**config.mk**
```make
export PLATFORM = sky130hd
export DESIGN_NAME = cpu_phase_seq
export DESIGN_NICKNAME = d
export VERILOG_FILES = /design/src/rtl/cpu_phase_seq.sv
export SDC_FILE = /design/constraint.sdc
export NUM_CORES = 1
export LEC_CHECK = 0
export ABC_AREA = 1
export BUFFER_PORTS_ARGS = -buffer_cell sky130_fd_sc_hd__buf_4
export CELL_PAD_IN_SITES_DETAIL_PLACEMENT = 1
export CELL_PAD_IN_SITES_GLOBAL_PLACEMENT = 1
export CORE_MARGIN = 2
export CORE_UTILIZATION = 36
export DETAILED_ROUTE_END_ITERATION = 16
export GPL_ROUTABILITY_DRIVEN = 0
export PLACE_DENSITY_LB_ADDON = 0.3
export SYNTH_ARGS = -nofsm -noshare
export SYNTH_HDL_FRONTEND = slang
export SYNTH_SLANG_ARGS = --single-unit
```
**constraint.sdc**
```tcl
create_clock -name CLK -period 1.5 [get_ports CLK]
set_input_delay 0.075 -clock CLK [delete_from_list [all_inputs] [get_ports CLK]]
set_output_delay 0.075 -clock CLK [all_outputs]
set_load 0.02 [all_outputs]
```
**src/rtl/cpu_phase_seq.sv**
```systemverilog
// cpu_phase_seq
//   One-hot instruction-cycle phase register for the CPU control path.
//   Phase 0 is the fetch/restart phase. The phase moves on prioritised
//   requests or on sequential auto-advance, and can be frozen by a stall.
//   All state changes on the falling edge of CLK.
//
// Parameters
//   NPH   number of phases (>= 2)
//   CNTW  width of the dwell counter
//   IDXW  width of IDX (>= clog2(NPH))
//
// Ports
//   CLK    in   clock, state updates on the falling edge
//   RST    in   asynchronous reset, active-high
//   REQ    in   [NPH-1:0] phase request vector, lower index has priority
//   ADV    in   advance to the next phase index (wraps to 0)
//   STALL  in   freeze phase and dwell counter (REQ[0] still honoured)
//   PH     out  [NPH-1:0] current phase, one-hot
//   IDX    out  [IDXW-1:0] binary index of the current phase
//   ENTER  out  high for the cycle following any phase load
//   DWELL  out  [CNTW-1:0] edges spent in current phase, saturating
//   ERR    out  sticky flag: PH was found not one-hot and was recovered
module cpu_phase_seq #(
  parameter int NPH  = 4,
  parameter int CNTW = 8,
  parameter int IDXW = 2
) (
  input  logic            CLK,
  input  logic            RST,
  input  logic [NPH-1:0]  REQ,
  input  logic            ADV,
  input  logic            STALL,
  output logic [NPH-1:0]  PH,
  output logic [IDXW-1:0] IDX,
  output logic            ENTER,
  output logic [CNTW-1:0] DWELL,
  output logic            ERR
);

  logic [NPH-1:0]  ph_q, ph_d;
  logic [IDXW-1:0] idx_q, idx_d;
  logic            enter_q, enter_d;
  logic [CNTW-1:0] dwell_q, dwell_d;
  logic            err_q, err_d;

  logic            ph_onehot;
  logic            req_hi_any;
  logic [IDXW-1:0] req_lo_idx;
  logic [IDXW-1:0] idx_next;
  logic            load;
  logic [IDXW-1:0] target;

  // Exactly one bit set: non-zero and clearing the lowest set bit leaves zero.
  assign ph_onehot = (ph_q != '0) && ((ph_q & (ph_q - NPH'(1))) == '0);

  assign req_hi_any = |REQ[NPH-1:1];

  // Lowest set request index among REQ[NPH-1:1]; scanning downward lets the
  // lowest index overwrite any higher one.
  always_comb begin
    req_lo_idx = '0;
    for (int i = NPH - 1; i >= 1; i--) begin
      if (REQ[i]) begin
        req_lo_idx = IDXW'(i);
      end
    end
  end

  assign idx_next = (idx_q == IDXW'(NPH - 1)) ? '0 : idx_q + IDXW'(1);

  always_comb begin
    ph_d    = ph_q;
    idx_d   = idx_q;
    enter_d = 1'b0;
    dwell_d = dwell_q;
    err_d   = err_q;
    load    = 1'b0;
    target  = '0;

    if (!ph_onehot) begin
      // Corrupted phase register: restart from fetch and flag it.
      load   = 1'b1;
      target = '0;
      err_d  = 1'b1;
    end else if (REQ[0]) begin
      load   = 1'b1;
      target = '0;
    end else if (STALL) begin
      // Hold phase and dwell; ENTER already defaults low.
    end else if (req_hi_any) begin
      load   = 1'b1;
      target = req_lo_idx;
    end else if (ADV) begin
      load   = 1'b1;
      target = idx_next;
    end else if (dwell_q != '1) begin
      dwell_d = dwell_q + CNTW'(1);
    end

    // Every load re-enters, even when the target is the current phase.
    if (load) begin
      ph_d    = NPH'(1) << target;
      idx_d   = target;
      enter_d = 1'b1;
      dwell_d = '0;
    end
  end

  always_ff @(negedge CLK or posedge RST) begin
    if (RST) begin
      ph_q    <= NPH'(1);
      idx_q   <= '0;
      enter_q <= 1'b0;
      dwell_q <= '0;
      err_q   <= 1'b0;
    end else begin
      ph_q    <= ph_d;
      idx_q   <= idx_d;
      enter_q <= enter_d;
      dwell_q <= dwell_d;
      err_q   <= err_d;
    end
  end

  assign PH    = ph_q;
  assign IDX   = idx_q;
  assign ENTER = enter_q;
  assign DWELL = dwell_q;
  assign ERR   = err_q;

endmodule

```
---- After elaboration in Yosys (flattened, before gate mapping) ----
Index checks and enable logic that the tools add are counted.
cells by class
  $add $sub $neg .......................... 3
  multipliers ............................. 0
  divide/modulo/power cells ............... 0
  $lt $le $gt $ge ......................... 0
  equality and inequality tests ........... 6
  shift operators ......................... 1
  muxes and demuxes ....................... 22
  bitwise gates (word level) .............. 1
  reductions and logical operators ........ 7
operator list
  kind                   number
  $mux W8                7
  $mux W2                9
  $add A8 B1 Y8 const B  1
  $ne A2 B1 Y1 const B   4
  $ne A8 B8 Y1 const B   1
  $mux W1                6
  $reduce_and A6 Y1      1
  $and A4 B4 Y4          1
  $logic_not A4 Y1       1
  $reduce_bool A2 Y1     2
  $reduce_bool A4 Y1     1
  $shl A1 B2 Y4 const A  1
  $sub A4 B1 Y4 const B  1
  $reduce_or A3 Y1       1
  $add A2 B1 Y2 const B  1
  $eq A2 B2 Y1 const B   1
  $logic_and A1 B1 Y1    1
word-level totals
  register bits after elaboration ......... 16
  latch bits .............................. 0
  memory bits (writable) .................. 0
  bits in read-only memories .............. 0
  bits of input ports ..................... 8
  output and inout bits ................... 16
  word-level logic and storage cells ...... 45
  memories kept ........................... 0

---- Longest topological paths before layout ----
Gate-level depths: netlist of the first run.
  depth in word-level cells ............... 8
  gate-level depth with buffers ........... 9
  depth with buffers taken out ............ 8

==> results of run 1 <==
==> worst max path at each step <==
stage                      start                    to  slack [ns]  cells after the start
6_report       PH[0]$_DFFE_NP1P_                 PH[0]       -0.37                      1
3_5_place_dp              REQ[2]  DWELL[5]$_DFFE_NP0P_       -0.36                      7
2_1_floorplan             REQ[2]  DWELL[2]$_DFFE_NP0P_       -0.08                      6
5_1_grt        PH[0]$_DFFE_NP1P_                 PH[0]       -0.38                      1
3_3_place_gp              REQ[2]  DWELL[7]$_DFFE_NP0P_       -0.29                      7
4_1_cts        PH[0]$_DFFE_NP1P_                 PH[0]       -0.33                      1
==> cells in the final DEF, fill, tap and decap left out, types with 2 or more instances in the layout <==
cell,instances
dfrtn_1,15
nand3_1,6
nand2_4,3
o21ai_1,3
buf_6,20
a31oi_1,2
buf_4,40
nand3_2,3
nand2_1,28
nand2_2,15
ha_1,2
clkbuf_4,3
nor2_2,4
inv_2,2
nor2_1,20
nor2_4,3
inv_1,19
nand4_1,3
==> what timing repair did <==
action | 4_1_cts | 5_1_grt
pin swaps | 8 | 9
setup buffers | 14 | 15
resized for setup | 31 | 19
endpoints found under the setup margin | 26 | 32
gates cloned | 0 | 1
==> stage by stage <==
stage / setup TNS, ns / hold slack (ns) / setup slack [ns]
floorplan: -0.543 / 0.512 / -0.0771
global placement: -3.39 / 0.417 / -0.291
detailed placement: -4.15 / 0.421 / -0.356
CTS: -5.81 / 0.314 / -0.334
global route: -7.43 / 0.332 / -0.377
finish: -6.25 / 0.320 / -0.371
==> power by group <==
group          internal (mW)  switching, mW
clock network          0.108          0.186
logic                  0.270          0.327
registers              0.466         0.0259
==> per-layer routing <==
layer	share of wire	wire, um	vias to the layer above	global-route usage
li1	-	-	558	-
met1	0.38	1860	628	0.263
met2	0.53	2600	66	0.469
met3	0.046	225	22	0.0233
met4	0.045	218	0	0.150
met5	0	0	-	0
==> layout make-up <==
type,instances,area (um2)
well taps,30,37.5
repair buffers,61,546
clock buffers,4,26.3
multi-input cells,100,581
inverters,21,81.3
fillers,308,846
clock inverters,1,3.75
flip-flops and latches,16,402
==> synthesized netlist by cell type, types with 2 or more instances <==
| master | n |
|---|---|
| nand4_1 | 3 |
| dfrtn_1 | 15 |
| o21ai_0 | 4 |
| a21oi_1 | 3 |
| nor2_4 | 3 |
| inv_1 | 22 |
| nand2_1 | 38 |
| a31oi_1 | 2 |
| nand3_1 | 9 |
| nand2_2 | 8 |
| ha_1 | 2 |
| nor2_1 | 23 |
==> sequential cells by signal (all words and copies together), names as in the netlist <==
name / flops
DWELL: 8
PH: 4
IDX: 2
ENTER: 1
ERR: 1
==> cell families (layout without fill, tap and decap cells) <==
group / count (synthesis) / after routing / synth area share
buffers and inverters: 23 / 87 / 0.0963
adders and majority gates: 2 / 2 / 0.0257
DFF: 16 / 16 / 0.412
and+or+nand+nor: 87 / 88 / 0.408
AOI/OAI and AO/OA: 10 / 10 / 0.0578
==> summary.md, run 1 <==
| Metric | Value |
|---|---|
| Outcome | finished with violations |
| Failing checks | setup timing |
| Gr usage total | 0.249 |
| Maximum fanout along the worst path | 2 |
| Post-synthesis sequential area ratio | 0.412 |
| PortBufs | 23 |
| DP Cell Count | 202 |
| Peak supply drop | 0.000612 V |
| Critical Path End Type | output pin |
| Share of layout cells above drive strength 1 | 0.498 |
| Core ar. | 2520 um2 |
| Worst-case reg-to-reg path depth | 9 |
| Syn_nets | 148 |
| Relative slew slack | 0.764 |
| Leak | 0.903 nW |
| Worst EP arrival | 1.80 ns |
| Core Util, Final | 0.665 |
| Register bit total from synthesis | 16 |
| Layout area overhead | 72.0% |
| Pin count of the biggest net entering global routing | 12 |
| Area after DPL | 1290 um2 |
| First-pass GRT wire length | 5.97 mm |
| CTS Buf Count | 3 |
| DR WL/cell | 21.0 um |
| Clock Latency Late Sink | 0.38 ns |
| Worst min path class | input port to asynchronous set/reset pin |
| Initial antenna violation count | 0 |
| Non-filler cells, final | 233 |
| Routed Antenna Nets | 0 |
| Die X | 56.0 um |
| Via/cell ratio | 5.47 |
| Die area | 3140 um2 |
| RSZ-0062 raised after global routing | true |
| Worst R2R Setup Slack | -0.26 ns |
| Slowest cell on the critical path | dfstp_2 |
| Worst reg2reg endpoint | PH[2]$_DFFE_NP0P_ |
| # rows | 18 |
| CTS tree | built |
| Distinct cells, synth | 18 |
| P per Cell Area | 825 nW/um2 |
| CP Class | register to output pin |
| Design area | 1680 um2 |
| Ranking of synthesized cells by area | dfrtn_1, nand2_1, nor2_1, inv_1, nand2_2 |
| Area leader, netlist | dfrtn_1 |
| Clock sinks | 16 |
| Initial core utilization | 0.386 |
| Clock Skew | 0.0732 ns |
| Top cell type's share of synthesized area | 0.385 |
| Final WL | 4.90 mm |
| RR Startpoint | PH[0]$_DFFE_NP1P_ |
| Fin. Hold Viols | 0 |
| Global route overflow | 0 |
| Ys flop type | dfrtn_1 |
| Vias in the first global route | 1233 |
| Final worst slack | -0.371 ns |
| Post-synth EDFFs | 0 |
| Slew Viols, Final | 0 |
| Crit-path cells | buf_6 |
| # IOs | 24 |
| Setup-failing EPs final | 32 |
| Max clock buf depth | 2 |
| Worst slew pin tran | 0.352 ns |
| Detailed Routing Iterations Pass 1 | 4 |
| CP required | 1.42 ns |
| Clock slew at reported path FFs | 0.08 ns |
| CTS root buffer | clkbuf_4 |
| DRC violations left | 0 |
| Post-synth ARST share | 1.00 |
| Avg Cell Area, Syn | 7.06 um2 |
| Synthesized cell area | 975 um2 |
| Worst path top cell family by delay | flip-flops |
| Die height | 56.0 um |
| Initial DRC Count | 51 |
| Max-Cap Viols | 0 |
| Synth warn | 0 |
| Slowest stage delay, CP | 0.55 ns |
| Detailed placement HPWL | 2.12 mm |
| Via count | 1274 |
| Ant diodes | 0 |
| Final net count | 214 |
| H-tree lvl count | 1 |
| Critical Path Start Type | register |
| CP Buf/Inv Count | 1 |
| Cells after synthesis | 138 |
| Design Power | 1.38 mW |
| Post-CTS Hold Buffers | 0 |
Power figures use the tool's default switching activity.
==> run 2: changes to the inputs <==
Settings changed: CORE_UTILIZATION 36 to 39, REMOVE_ABC_BUFFERS from default to 1.
Clock period 1.5 ns to 2.2 ns, I/O delays scaled along.
==> run 2 against run 1 <==
Net effect: the flow now finishes without violations; register-to-register slack improved by 0.95 ns; power decreased by 48%; non-clock buffer count decreased by 31; critical path type unchanged.
==> summary.md, run 2 (same netlist as run 1, synthesis figures left out) <==
| Metric | Value |
|---|---|
| Outcome | finished clean |
| Pin count of the biggest net entering global routing | 11 |
| Maximum fanout along the worst path | 2 |
| DR WL/cell | 11.8 um |
| Final net count | 182 |
| Design area | 1260 um2 |
| Clock Latency Late Sink | 0.34 ns |
| CP Class | register to output pin |
| Routed Antenna Nets | 0 |
| Slowest cell on the critical path | dfstp_2 |
| CTS tree | built |
| Max clock buf depth | 2 |
| Fin. Hold Viols | 0 |
| Most frequent cells in the layout | nand2_1, buf_4, nor2_1 |
| Slew Viols, Final | 0 |
| Vias in the first global route | 968 |
| Layout area overhead | 28.9% |
| Multi-input logic area | 479 um2 |
| Worst path top cell family by delay | flip-flops |
| Share of layout cells above drive strength 1 | 0.281 |
| Clock Skew | 0.0546 ns |
| CTS Buf Count | 3 |
| Core Util, Final | 0.516 |
| Clock slew at reported path FFs | 0.06 ns |
| Largest register FFs | 8 |
| Max-Cap Viols | 0 |
| Initial DRC Count | 8 |
| Crit-path cells | buf_6 |
| Peak supply drop | 0.000331 V |
| Ant diodes | 0 |
| H-tree lvl count | 1 |
| Slowest stage delay, CP | 0.53 ns |
| PortBufs | 23 |
| CP Buf/Inv Count | 1 |
| Hold Crit Start | ERR$_DFFE_NP0P_ |
| Critical Path End Type | output pin |
| Die X | 54.0 um |
| Detailed placement HPWL | 2.01 mm |
| CTS root buffer | clkbuf_4 |
| RSZ-0062 raised after global routing | true |
| Area after DPL | 1200 um2 |
| # IOs | 24 |
| Worst EP arrival | 2.08 ns |
| Core ar. | 2430 um2 |
| Final WL | 2.38 mm |
| Clock sinks | 16 |
| Place WS | -0.0553 ns |
| FILL cells | 340 |
| Initial core utilization | 0.401 |
| Global route overflow | 0 |
| Detailed Routing Iterations Pass 1 | 2 |
| RR Startpoint | DWELL[0]$_DFFE_NP0P_ |
| Via count | 956 |
| CP required | 2.09 ns |
| Design Power | 0.715 mW |
| Worst slew pin tran | 0.290 ns |
| Die height | 54.0 um |
| Worst min path class | register to register |
| Non-filler cells, final | 201 |
| DRC violations left | 0 |
| Leak | 0.679 nW |
| Post-CTS Hold Buffers | 0 |
| Relative slew slack | 0.807 |
| Critical Path Start Type | register |
| Reg area | 402 um2 |
| # rows | 18 |
| P per Cell Area | 569 nW/um2 |
| Via/cell ratio | 4.76 |
| Die area | 2910 um2 |
| First-pass GRT wire length | 4.06 mm |
| DP Cell Count | 194 |
| Gr usage total | 0.189 |
| Final worst slack | 0.0105 ns |
| Worst Setup SP | PH[0]$_DFFE_NP1P_ |
| Leading cell type in the layout, fill and taps excluded | nand2_1 |
| Setup-failing EPs final | 0 |
| Initial antenna violation count | 0 |
-- run 2: where the power goes --
group	leakage (nW)	internal (mW)	switching (mW)
clock	0.0203	0.0726	0.0934
sequential	0.209	0.318	0.0159
combinational	0.450	0.0872	0.128
-- run 2: worst paths after layout --
check	endpoint	cells past startpoint	slack [ns]
worst min register to register	ERR$_DFFE_NP0P_	1	0.42
worst max-delay path	PH[0]	1	0.01
worst max register to register	DWELL[7]$_DFFE_NP0P_	8	0.69
max in group asynchronous	DWELL[0]$_DFFE_NP0P_	3	0.99
min in group asynchronous	ERR$_DFFE_NP0P_	2	0.75
worst min-delay path	ERR$_DFFE_NP0P_	1	0.42
-- run 2: final cells by class --
class,count,area share
Clock buffer,4,0.0209
Timing Repair Buffer,30,0.182
Sequential cell,16,0.320
Inverter,21,0.0627
Clock inverter,1,0.00299
Multi-Input combinational cell,99,0.381
Tap cell,30,0.0299
-- run 2: what timing repair did --
item / in CTS / in global routing
setup endpoints to repair: 1 / 3
buffers inserted: 1 / 2
endpoints found under the hold margin: 0 / 0
gates resized for setup: 1 / 0
-- run 2: metal layers --
metal  part of all wire  global-route usage
met1               0.43               0.228
met2               0.53               0.348
met3              0.035              0.0333
met4                  0              0.0375
met5                  0                   0
-- run 2: through the flow --
step | setup TNS [ns] | hold slack, ns
after floorplan | 0 | 0.517
after global placement | 0 | 0.415
after detailed placement | -0.240 | 0.421
after CTS | -0.00257 | 0.421
after global routing | -0.0455 | 0.442
final | 0 | 0.416
==> run 3: changes to the inputs <==
Settings changed: CORE_MARGIN 2 to 1.
==> run 3 against run 2 <==
Net effect: power rose by 8.0%; final area grew 1.2%; die area is 7.3% lower; the run now ends with setup timing left; non-clock buffer count up 1; utilization grew 4.2 points; combinational power grew 7%; cell count is 0.50% lower; sequential cell count stayed put; register-to-register slack worse by 0.11 ns; largest power group unchanged; worst hold slack better by 0.022 ns; critical endpoint unchanged; wire length rose by 12%; critical path depth stayed put.
==> summary.md, run 3 (same netlist as run 1, synthesis figures left out) <==
| Metric | Value |
|---|---|
| Detailed Routing Iterations Pass 1 | 4 |
| Maximum fanout along the worst path | 2 |
| Final WL | 2.66 mm |
| Detailed placement HPWL | 2.01 mm |
| Die X | 52.0 um |
| Global route overflow | 0 |
| Design Power | 0.772 mW |
| Via count | 999 |
| PortBufs | 23 |
| Clock Skew | 0.0568 ns |
| Die area | 2700 um2 |
| Worst EP arrival | 2.09 ns |
| Most frequent cells in the layout | nand2_1, buf_4, nor2_1 |
| Worst slew pin tran | 0.325 ns |
| Clock slew at reported path FFs | 0.07 ns |
| CTS tree | built |
| Fin. Hold Viols | 0 |
| Leading cell type in the layout, fill and taps excluded | nand2_1 |
| Share of layout cells above drive strength 1 | 0.291 |
| Slew Viols, Final | 0 |
| Critical Path Start Type | register |
| # rows | 17 |
| Routed Antenna Nets | 0 |
| Final net count | 183 |
| Pin count of the biggest net entering global routing | 11 |
| Initial DRC Count | 13 |
| Ant diodes | 0 |
| Failing checks | setup timing |
| CP required | 2.09 ns |
| Crit-path cells | buf_6 |
| Relative slew slack | 0.783 |
| RSZ-0062 raised after global routing | true |
| DP Cell Count | 191 |
| Core ar. | 2280 um2 |
| CTS Buf Count | 3 |
| Die height | 52.0 um |
| DRC violations left | 0 |
| Core Util, Final | 0.559 |
| Slowest stage delay, CP | 0.53 ns |
| DR WL/cell | 13.3 um |
| Worst path top cell family by delay | flip-flops |
| Setup-failing EPs final | 1 |
| Clock Latency Late Sink | 0.35 ns |
| Outcome | finished with violations |
| CP Class | register to output pin |
| Largest register FFs | 8 |
| FILL cells | 316 |
| Initial antenna violation count | 0 |
| CTS root buffer | clkbuf_4 |
| Via/cell ratio | 5.00 |
| Initial core utilization | 0.428 |
| Peak supply drop | 0.000469 V |
| Vias in the first global route | 975 |
| Leak | 0.691 nW |
| Gr usage total | 0.218 |
| Max clock buf depth | 2 |
| Clock sinks | 16 |
| Slowest cell on the critical path | dfstp_2 |
| First-pass GRT wire length | 4.23 mm |
| Critical Path End Type | output pin |
| Max-Cap Viols | 0 |
| Final worst slack | -0.00167 ns |
| CP Buf/Inv Count | 1 |
| Worst min path class | register to register |
| # IOs | 24 |
| Layout area overhead | 30.4% |
| H-tree lvl count | 1 |
| Non-filler cells, final | 200 |
| P per Cell Area | 607 nW/um2 |
| Worst R2R Setup Slack | 0.58 ns |
run 3: cell count changes in the layout (fill, tap and decap cells not counted):
cell	change
buf_4	+1
clkbuf_1	-1
clkbuf_8	+1
run 3: worst paths after layout:
check	startpoint	depth (start not counted)	end
setup / recovery	PH[0]$_DFFE_NP1P_	1	PH[0]
hold / removal	ERR$_DFFE_NP0P_	1	ERR$_DFFE_NP0P_
setup reg to reg	PH[0]$_DFFE_NP1P_	8	IDX[1]$_DFFE_NP0P_
hold reg to reg	ERR$_DFFE_NP0P_	1	ERR$_DFFE_NP0P_
max in group asynchronous	RST	3	DWELL[2]$_DFFE_NP0P_
min in group asynchronous	RST	2	PH[2]$_DFFE_NP0P_
run 3: layer usage:
metal  up-vias  global-route usage  wire [um]
met5         -                   0          0
met4         0               0.108         53
met3         5              0.0263         64
met2        19               0.402       1430
met1       484               0.241       1110
li1        491                   -          -
run 3: area by class of cell:
type                       instances  area, um2  area share
tap                               28       35.0      0.0276
multi-input combinational         99        479       0.377
sequential                        16        402       0.316
clock inverter                     1       3.75     0.00295
clock buffer                       4       36.3      0.0285
timing repair buffer              31        236       0.186
inverter                          21       78.8      0.0620
run 3: where the power goes:
group / leakage [nW] / internal, mW / total, mW / switching, mW
Sequential: 0.209 / 0.318 / 0.333 / 0.0156
Clock: 0.0263 / 0.103 / 0.208 / 0.104
Combinational: 0.456 / 0.0939 / 0.231 / 0.137
Total: 0.691 / 0.515 / 0.772 / 0.257
run 3: metrics by stage:
step	setup TNS [ns]	cell area [um2]	worst slack [ns]	hold WS, ns
2_1_floorplan	0	963	0.236	0.517
3_3_place_gp	0	1190	0.00447	0.421
3_5_place_dp	-0.111	1190	-0.0381	0.417
4_1_cts	-0.00936	1240	-0.00936	0.428
5_1_grt	-0.0214	1270	-0.0214	0.466
6_report	-0.00167	1270	-0.00167	0.437
run 3: what timing repair did:
action | in CTS | in global routing
setup buffers | 1 | 4
setup endpoints to repair | 1 | 4
gates resized for setup | 1 | 0
hold buffers | 0 | 0
